<file path="src/rtl/pipe_ctrl_regs_if.sv">
// Bundle of ID-stage control inputs and EXE/MEM/WB control outputs of the
// pipeline control register chain.
interface pipe_ctrl_regs_if #(
    parameter int CNT_W = 16
);
    logic             id_wreg;
    logic             id_m2reg;
    logic             id_wmem;
    logic             id_regrt;
    logic             id_wz;
    logic [2:0]       id_aluc;
    logic [1:0]       id_alu_a_select;
    logic [1:0]       id_alu_b_select;
    logic [4:0]       id_rt;
    logic [4:0]       id_rd;
    logic             stall_en;
    logic             flush;
    logic             alu_z;

    logic             exe_wreg;
    logic             exe_m2reg;
    logic             exe_wmem;
    logic             exe_wz;
    logic [2:0]       exe_aluc;
    logic [1:0]       exe_alu_a_select;
    logic [1:0]       exe_alu_b_select;
    logic [4:0]       exe_rd;
    logic             mem_wreg;
    logic             mem_m2reg;
    logic             mem_wmem;
    logic [4:0]       mem_rd;
    logic             wb_wreg;
    logic             wb_m2reg;
    logic [4:0]       wb_rd;
    logic             z;
    logic [CNT_W-1:0] stall_cnt;
    logic [CNT_W-1:0] flush_cnt;

    modport slave (
        input  id_wreg, id_m2reg, id_wmem, id_regrt, id_wz, id_aluc,
               id_alu_a_select, id_alu_b_select, id_rt, id_rd,
               stall_en, flush, alu_z,
        output exe_wreg, exe_m2reg, exe_wmem, exe_wz, exe_aluc,
               exe_alu_a_select, exe_alu_b_select, exe_rd,
               mem_wreg, mem_m2reg, mem_wmem, mem_rd,
               wb_wreg, wb_m2reg, wb_rd, z, stall_cnt, flush_cnt
    );

    modport master (
        output id_wreg, id_m2reg, id_wmem, id_regrt, id_wz, id_aluc,
               id_alu_a_select, id_alu_b_select, id_rt, id_rd,
               stall_en, flush, alu_z,
        input  exe_wreg, exe_m2reg, exe_wmem, exe_wz, exe_aluc,
               exe_alu_a_select, exe_alu_b_select, exe_rd,
               mem_wreg, mem_m2reg, mem_wmem, mem_rd,
               wb_wreg, wb_m2reg, wb_rd, z, stall_cnt, flush_cnt
    );
endinterface

</file>
<file path="src/rtl/pipe_ctrl_regs.sv">
// ID->EXE->MEM->WB control register chain with bubble insertion, branch zero
// flag and saturating stall/flush event counters.
module pipe_ctrl_regs #(
    parameter int CNT_W = 16
) (
    input logic             clk,
    input logic             rst,
    pipe_ctrl_regs_if.slave bus
);
    typedef struct packed {
        logic       wreg;
        logic       m2reg;
        logic       wmem;
        logic       wz;
        logic [2:0] aluc;
        logic [1:0] asel;
        logic [1:0] bsel;
        logic [4:0] rd;
    } exe_t;

    typedef struct packed {
        logic       wreg;
        logic       m2reg;
        logic       wmem;
        logic [4:0] rd;
    } mem_t;

    typedef struct packed {
        logic       wreg;
        logic       m2reg;
        logic [4:0] rd;
    } wb_t;

    exe_t             exe_q, exe_d;
    mem_t             mem_q, mem_d;
    wb_t              wb_q, wb_d;
    logic             z_q, z_d;
    logic [CNT_W-1:0] stall_cnt_q, stall_cnt_d;
    logic [CNT_W-1:0] flush_cnt_q, flush_cnt_d;
    logic [4:0]       dest;

    always_comb begin
        dest  = bus.id_regrt ? bus.id_rt : bus.id_rd;
        exe_d = '0;
        if (!(bus.stall_en || bus.flush)) begin
            // r0 is hardwired; never let it look like a forwarding source
            exe_d.wreg  = bus.id_wreg && (dest != 5'd0);
            exe_d.m2reg = bus.id_m2reg;
            exe_d.wmem  = bus.id_wmem;
            exe_d.wz    = bus.id_wz;
            exe_d.aluc  = bus.id_aluc;
            exe_d.asel  = bus.id_alu_a_select;
            exe_d.bsel  = bus.id_alu_b_select;
            exe_d.rd    = dest;
        end

        mem_d = '{wreg: exe_q.wreg, m2reg: exe_q.m2reg, wmem: exe_q.wmem, rd: exe_q.rd};
        wb_d  = '{wreg: mem_q.wreg, m2reg: mem_q.m2reg, rd: mem_q.rd};
        z_d   = exe_q.wz ? bus.alu_z : z_q;

        stall_cnt_d = stall_cnt_q;
        if (bus.stall_en && !(&stall_cnt_q))
            stall_cnt_d = stall_cnt_q + CNT_W'(1);
        flush_cnt_d = flush_cnt_q;
        if (bus.flush && !(&flush_cnt_q))
            flush_cnt_d = flush_cnt_q + CNT_W'(1);
    end

    always_ff @(posedge clk or posedge rst) begin
        if (rst) begin
            exe_q       <= '0;
            mem_q       <= '0;
            wb_q        <= '0;
            z_q         <= 1'b0;
            stall_cnt_q <= '0;
            flush_cnt_q <= '0;
        end else begin
            exe_q       <= exe_d;
            mem_q       <= mem_d;
            wb_q        <= wb_d;
            z_q         <= z_d;
            stall_cnt_q <= stall_cnt_d;
            flush_cnt_q <= flush_cnt_d;
        end
    end

    assign bus.exe_wreg         = exe_q.wreg;
    assign bus.exe_m2reg        = exe_q.m2reg;
    assign bus.exe_wmem         = exe_q.wmem;
    assign bus.exe_wz           = exe_q.wz;
    assign bus.exe_aluc         = exe_q.aluc;
    assign bus.exe_alu_a_select = exe_q.asel;
    assign bus.exe_alu_b_select = exe_q.bsel;
    assign bus.exe_rd           = exe_q.rd;
    assign bus.mem_wreg         = mem_q.wreg;
    assign bus.mem_m2reg        = mem_q.m2reg;
    assign bus.mem_wmem         = mem_q.wmem;
    assign bus.mem_rd           = mem_q.rd;
    assign bus.wb_wreg          = wb_q.wreg;
    assign bus.wb_m2reg         = wb_q.m2reg;
    assign bus.wb_rd            = wb_q.rd;
    assign bus.z                = z_q;
    assign bus.stall_cnt        = stall_cnt_q;
    assign bus.flush_cnt        = flush_cnt_q;
endmodule

</file>
<file path="src/flat_wrapper.sv">
// flat-port wrapper written by rule: the top's interface ports become plain ports
module pipe_ctrl_regs_flat 
#(
    parameter int CNT_W = 16
)
  (clk, rst, bus_id_wreg, bus_id_m2reg, bus_id_wmem, bus_id_regrt, bus_id_wz, bus_id_aluc, bus_id_alu_a_select, bus_id_alu_b_select, bus_id_rt, bus_id_rd, bus_stall_en, bus_flush, bus_alu_z, bus_exe_wreg, bus_exe_m2reg, bus_exe_wmem, bus_exe_wz, bus_exe_aluc, bus_exe_alu_a_select, bus_exe_alu_b_select, bus_exe_rd, bus_mem_wreg, bus_mem_m2reg, bus_mem_wmem, bus_mem_rd, bus_wb_wreg, bus_wb_m2reg, bus_wb_rd, bus_z, bus_stall_cnt, bus_flush_cnt);
  pipe_ctrl_regs_if #(.CNT_W(CNT_W)) bus_i ();
  input logic clk;
  input logic rst;
  input wire logic [$bits(bus_i.id_wreg)-1:0] bus_id_wreg;
  input wire logic [$bits(bus_i.id_m2reg)-1:0] bus_id_m2reg;
  input wire logic [$bits(bus_i.id_wmem)-1:0] bus_id_wmem;
  input wire logic [$bits(bus_i.id_regrt)-1:0] bus_id_regrt;
  input wire logic [$bits(bus_i.id_wz)-1:0] bus_id_wz;
  input wire logic [$bits(bus_i.id_aluc)-1:0] bus_id_aluc;
  input wire logic [$bits(bus_i.id_alu_a_select)-1:0] bus_id_alu_a_select;
  input wire logic [$bits(bus_i.id_alu_b_select)-1:0] bus_id_alu_b_select;
  input wire logic [$bits(bus_i.id_rt)-1:0] bus_id_rt;
  input wire logic [$bits(bus_i.id_rd)-1:0] bus_id_rd;
  input wire logic [$bits(bus_i.stall_en)-1:0] bus_stall_en;
  input wire logic [$bits(bus_i.flush)-1:0] bus_flush;
  input wire logic [$bits(bus_i.alu_z)-1:0] bus_alu_z;
  output wire logic [$bits(bus_i.exe_wreg)-1:0] bus_exe_wreg;
  output wire logic [$bits(bus_i.exe_m2reg)-1:0] bus_exe_m2reg;
  output wire logic [$bits(bus_i.exe_wmem)-1:0] bus_exe_wmem;
  output wire logic [$bits(bus_i.exe_wz)-1:0] bus_exe_wz;
  output wire logic [$bits(bus_i.exe_aluc)-1:0] bus_exe_aluc;
  output wire logic [$bits(bus_i.exe_alu_a_select)-1:0] bus_exe_alu_a_select;
  output wire logic [$bits(bus_i.exe_alu_b_select)-1:0] bus_exe_alu_b_select;
  output wire logic [$bits(bus_i.exe_rd)-1:0] bus_exe_rd;
  output wire logic [$bits(bus_i.mem_wreg)-1:0] bus_mem_wreg;
  output wire logic [$bits(bus_i.mem_m2reg)-1:0] bus_mem_m2reg;
  output wire logic [$bits(bus_i.mem_wmem)-1:0] bus_mem_wmem;
  output wire logic [$bits(bus_i.mem_rd)-1:0] bus_mem_rd;
  output wire logic [$bits(bus_i.wb_wreg)-1:0] bus_wb_wreg;
  output wire logic [$bits(bus_i.wb_m2reg)-1:0] bus_wb_m2reg;
  output wire logic [$bits(bus_i.wb_rd)-1:0] bus_wb_rd;
  output wire logic [$bits(bus_i.z)-1:0] bus_z;
  output wire logic [$bits(bus_i.stall_cnt)-1:0] bus_stall_cnt;
  output wire logic [$bits(bus_i.flush_cnt)-1:0] bus_flush_cnt;
  assign bus_i.id_wreg = bus_id_wreg;
  assign bus_i.id_m2reg = bus_id_m2reg;
  assign bus_i.id_wmem = bus_id_wmem;
  assign bus_i.id_regrt = bus_id_regrt;
  assign bus_i.id_wz = bus_id_wz;
  assign bus_i.id_aluc = bus_id_aluc;
  assign bus_i.id_alu_a_select = bus_id_alu_a_select;
  assign bus_i.id_alu_b_select = bus_id_alu_b_select;
  assign bus_i.id_rt = bus_id_rt;
  assign bus_i.id_rd = bus_id_rd;
  assign bus_i.stall_en = bus_stall_en;
  assign bus_i.flush = bus_flush;
  assign bus_i.alu_z = bus_alu_z;
  assign bus_exe_wreg = bus_i.exe_wreg;
  assign bus_exe_m2reg = bus_i.exe_m2reg;
  assign bus_exe_wmem = bus_i.exe_wmem;
  assign bus_exe_wz = bus_i.exe_wz;
  assign bus_exe_aluc = bus_i.exe_aluc;
  assign bus_exe_alu_a_select = bus_i.exe_alu_a_select;
  assign bus_exe_alu_b_select = bus_i.exe_alu_b_select;
  assign bus_exe_rd = bus_i.exe_rd;
  assign bus_mem_wreg = bus_i.mem_wreg;
  assign bus_mem_m2reg = bus_i.mem_m2reg;
  assign bus_mem_wmem = bus_i.mem_wmem;
  assign bus_mem_rd = bus_i.mem_rd;
  assign bus_wb_wreg = bus_i.wb_wreg;
  assign bus_wb_m2reg = bus_i.wb_m2reg;
  assign bus_wb_rd = bus_i.wb_rd;
  assign bus_z = bus_i.z;
  assign bus_stall_cnt = bus_i.stall_cnt;
  assign bus_flush_cnt = bus_i.flush_cnt;
  pipe_ctrl_regs #(.CNT_W(CNT_W)) u_core (.clk(clk), .rst(rst), .bus(bus_i));
endmodule
</file>
<file path="config.mk">
export PLATFORM = sky130hd
export DESIGN_NAME = pipe_ctrl_regs_flat
export DESIGN_NICKNAME = d
export VERILOG_FILES = /design/src/rtl/pipe_ctrl_regs_if.sv /design/src/rtl/pipe_ctrl_regs.sv /design/src/flat_wrapper.sv
export SDC_FILE = /design/constraint.sdc
export NUM_CORES = 1
export LEC_CHECK = 0
export BUFFER_PORTS_ARGS = -buffer_cell sky130_fd_sc_hd__buf_2
export CAP_MARGIN = 20
export CORE_MARGIN = 4
export CORE_UTILIZATION = 45
export DETAILED_ROUTE_END_ITERATION = 10
export PLACE_DENSITY = 0.71
export SYNTH_ARGS = -nofsm -noshare
export SYNTH_HDL_FRONTEND = slang
export SYNTH_SLANG_ARGS = --single-unit
</file>
<file path="constraint.sdc">
create_clock -name clk -period 2.2 [get_ports clk]
set_clock_uncertainty 0.1 [all_clocks]
set_input_delay 0.11 -clock clk [delete_from_list [all_inputs] [get_ports clk]]
set_output_delay 0.11 -clock clk [all_outputs]
set_load 0.02 [all_outputs]
</file>
==> impl_metrics.ini <==
[status]
status = complete, no violations

[die]
rows = 27
dieArea_mm2 = 0.00710
die_h_um = 84.3
ios = 91
coreArea_mm2 = 0.00557
initial_utilization_pct = 47.0
die_w_um = 84.3

[routing]
detail_route.wl_per_cell_um = 14.3
drt-initial-drc-count = 63
ant_nets = 0
vias = 2048
wl_mm = 5.80
drcViolationCount = 0
vias_per_cell = 5.04
dr.pass1.iters = 4

[clocking]
cts_tree = built
cts_buffers = 9
clockBufferDepth = 2
cts_resized = 0
clock-root-buffer = clkbuf_8
cts_setup_buffers = 0
cts_hold_buf = 24
htreeDepth = 3
insertion_delay_ns = 0.34
clk_pin_slew_worst_paths_ns = 0.07
clock-sinks = 64

[critical_path]
cp.arrival_ns = 1.90
required_ns = 2.33
r2r_start = u_core.bus.flush_cnt[7]
reg2reg_slack_ns = 0.43
path_max_fanout = 8
rr_endpoint = u_core.bus.flush_cnt[1]
r2r_cells = 4
path_class = reg -> reg
startpoint = u_core.bus.flush_cnt[7]
endpoint_kind = flop
start_kind = flop

[yosys]
synth_simple_gate_area_share_pct = 18.0
synth_nets = 237
synthArstFlopShare_pct = 100
synthCells = 208
yosysWarnings = 0
synth.ff_latch_count = 64
synth_seq_area_share_pct = 61.2
synthFlopType = dfrtp_1
syn_avg_cell_area_um2 = 12.6
synth_fa_ha_area_share_pct = 0.956
netlist_area_mm2 = 0.00262
ys_types = 36
synth_xor_area_share_pct = 7.03
synth_top_family_by_area = simple AND/OR/NAND/NOR gates
synth_edf_count = 0
synth.mux.area_fraction_pct = 4.45
synth_compound_area_share_pct = 6.41

[hold_path]
hold_class = in -> reg
min_from = bus_flush
worst_hold_path.num_cells = 3
hold_end = u_core.bus.flush_cnt[0]

[global_routing]
antenna_found_initial = 0
track_usage_pct = 18.0
grt_first_pass_wirelength_mm = 10.2
grt_max_degree = 34
grt_pass1_vias = 2171
overflow = 0

[placement]
dp_slack_ns = 0.451
dp.cells = 366
hpwl_mm = 4.02
place.gp.congestion = 0.763
io_buffers = 90

[finish]
regArea_mm2 = 0.00160
final_cell_mix = buf_2, dfrtp_1, dlygate4sd3_1
multiInputGateArea_um2 = 965
antenna_cells = 0
fillerInstances = 468
final_core_util_pct = 64.0
area_growth_pct = 36.2
finalNetCount = 358
layout_commonest_cell = buf_2
drive_above_1_share_pct = 36.8
finalNonFillerCells = 406

[sta]
setup_violations = 0
worst_pin_slew_ns = 0.689
rsz0062_at_grt = false
final.period_utilization_pct = 80.5
holdWs_ns = 0.0272
final-hold-violation-count = 0
setup_tns_ns = 0
fmax_mhz = 564
layout_setup_ws_ns = 0.428
layout_min_cycle_time_ns = 1.77
drv_slew = 0
slew_headroom_pct = 54.0

[power]
p_leak_uw = 0.00185
powerDensity_mw_per_mm2 = 885
vdd_ir_drop_max_mv = 0.591

[flow_run]
cap_violations = 0
-- metrics by stage --
stage	instance area, um2	total power (uW)
global placement	3150	2230
global route	3560	3350
CTS	3560	3190
detailed placement	3150	2240
finish	3560	3160
floorplan	2620	1960
-- synth_stat cells, drive strengths merged, types with 2 or more instances --
library cell  count  area (um2)
nand3            10        50.1
inv               3        11.3
buf               4        32.5
a31oi             2        12.5
a21oi            10        50.1
nand4             9        71.3
xor2              7        61.3
and4              7        67.6
a41oi             2        17.5
mux2              5        56.3
clkbuf            2        7.51
dfrtp            64        1600
mux2i             6        60.1
and3              7        43.8
ha                2        25.0
xnor2            14         123
nor2             12        45.0
a311oi            2        30.0
nor4              2        33.8
nand2            10        37.5
and2             12        75.1
o211ai            2        15.0
nor3              5        25.0
o21ai             3        18.8
-- layer usage --
layer | global-route usage [%] | part of all wire (%)
met1 | 21.1 | 42
met2 | 30.9 | 50
met3 | 3.83 | 5.0
met4 | 9.50 | 2.7
met5 | 0 | 0
-- registers in the layout, summed over array words and instances (netlist names), 2 cells and up --
| name | flops |
|---|---|
| u_core.bus.mem_rd | 5 |
| u_core.bus.exe_aluc | 3 |
| u_core.bus.exe_alu_b_select | 2 |
| u_core.bus.flush_cnt | 16 |
| u_core.bus.wb_rd | 5 |
| u_core.bus.exe_rd | 5 |
| u_core.bus.exe_alu_a_select | 2 |
| u_core.bus.stall_cnt | 16 |
-- report_power, final --
part           internal [uW]  total (uW)  switching (uW)
combinational            306         737             431
sequential              1330        1510             184
clock                    419         905             486
total                   2060        3160            1100
-- worst max path at each step --
stage / end / slack [ns] / depth (start not counted)
2_1_floorplan: u_core.bus.exe_alu_a_select[0] / 0.39 / 1
3_3_place_gp: u_core.bus.flush_cnt[1] / 0.49 / 4
3_5_place_dp: u_core.bus.flush_cnt[1] / 0.45 / 4
4_1_cts: u_core.bus.flush_cnt[1] / 0.44 / 4
5_1_grt: u_core.bus.flush_cnt[1] / 0.31 / 4
6_report: u_core.bus.flush_cnt[1] / 0.43 / 4
-- worst max-delay path, cell delays in order, from the launching register on --
cell     delay [ns]
dfrtp_1        0.43
and4_1         0.39
nand4_1        0.23
nand2_1        0.17
mux2_2         0.34
-- cells by family after synthesis --
group,count (synthesis)
mux,11
buf+inv,9
compound gates,24
simple gates,77
xor+xnor,21
fa+ha+maj,2
flops,64
-- layout make-up --
class,instances,area share (%)
inverters,3,0.316
clock buffers,9,3.47
repair buffers,116,20.1
multi-input cells,135,27.1
flip-flops and latches,64,44.9
well taps,72,2.53
clock inverters,7,1.54
No activity file was read; power rests on OpenSTA's default activity.
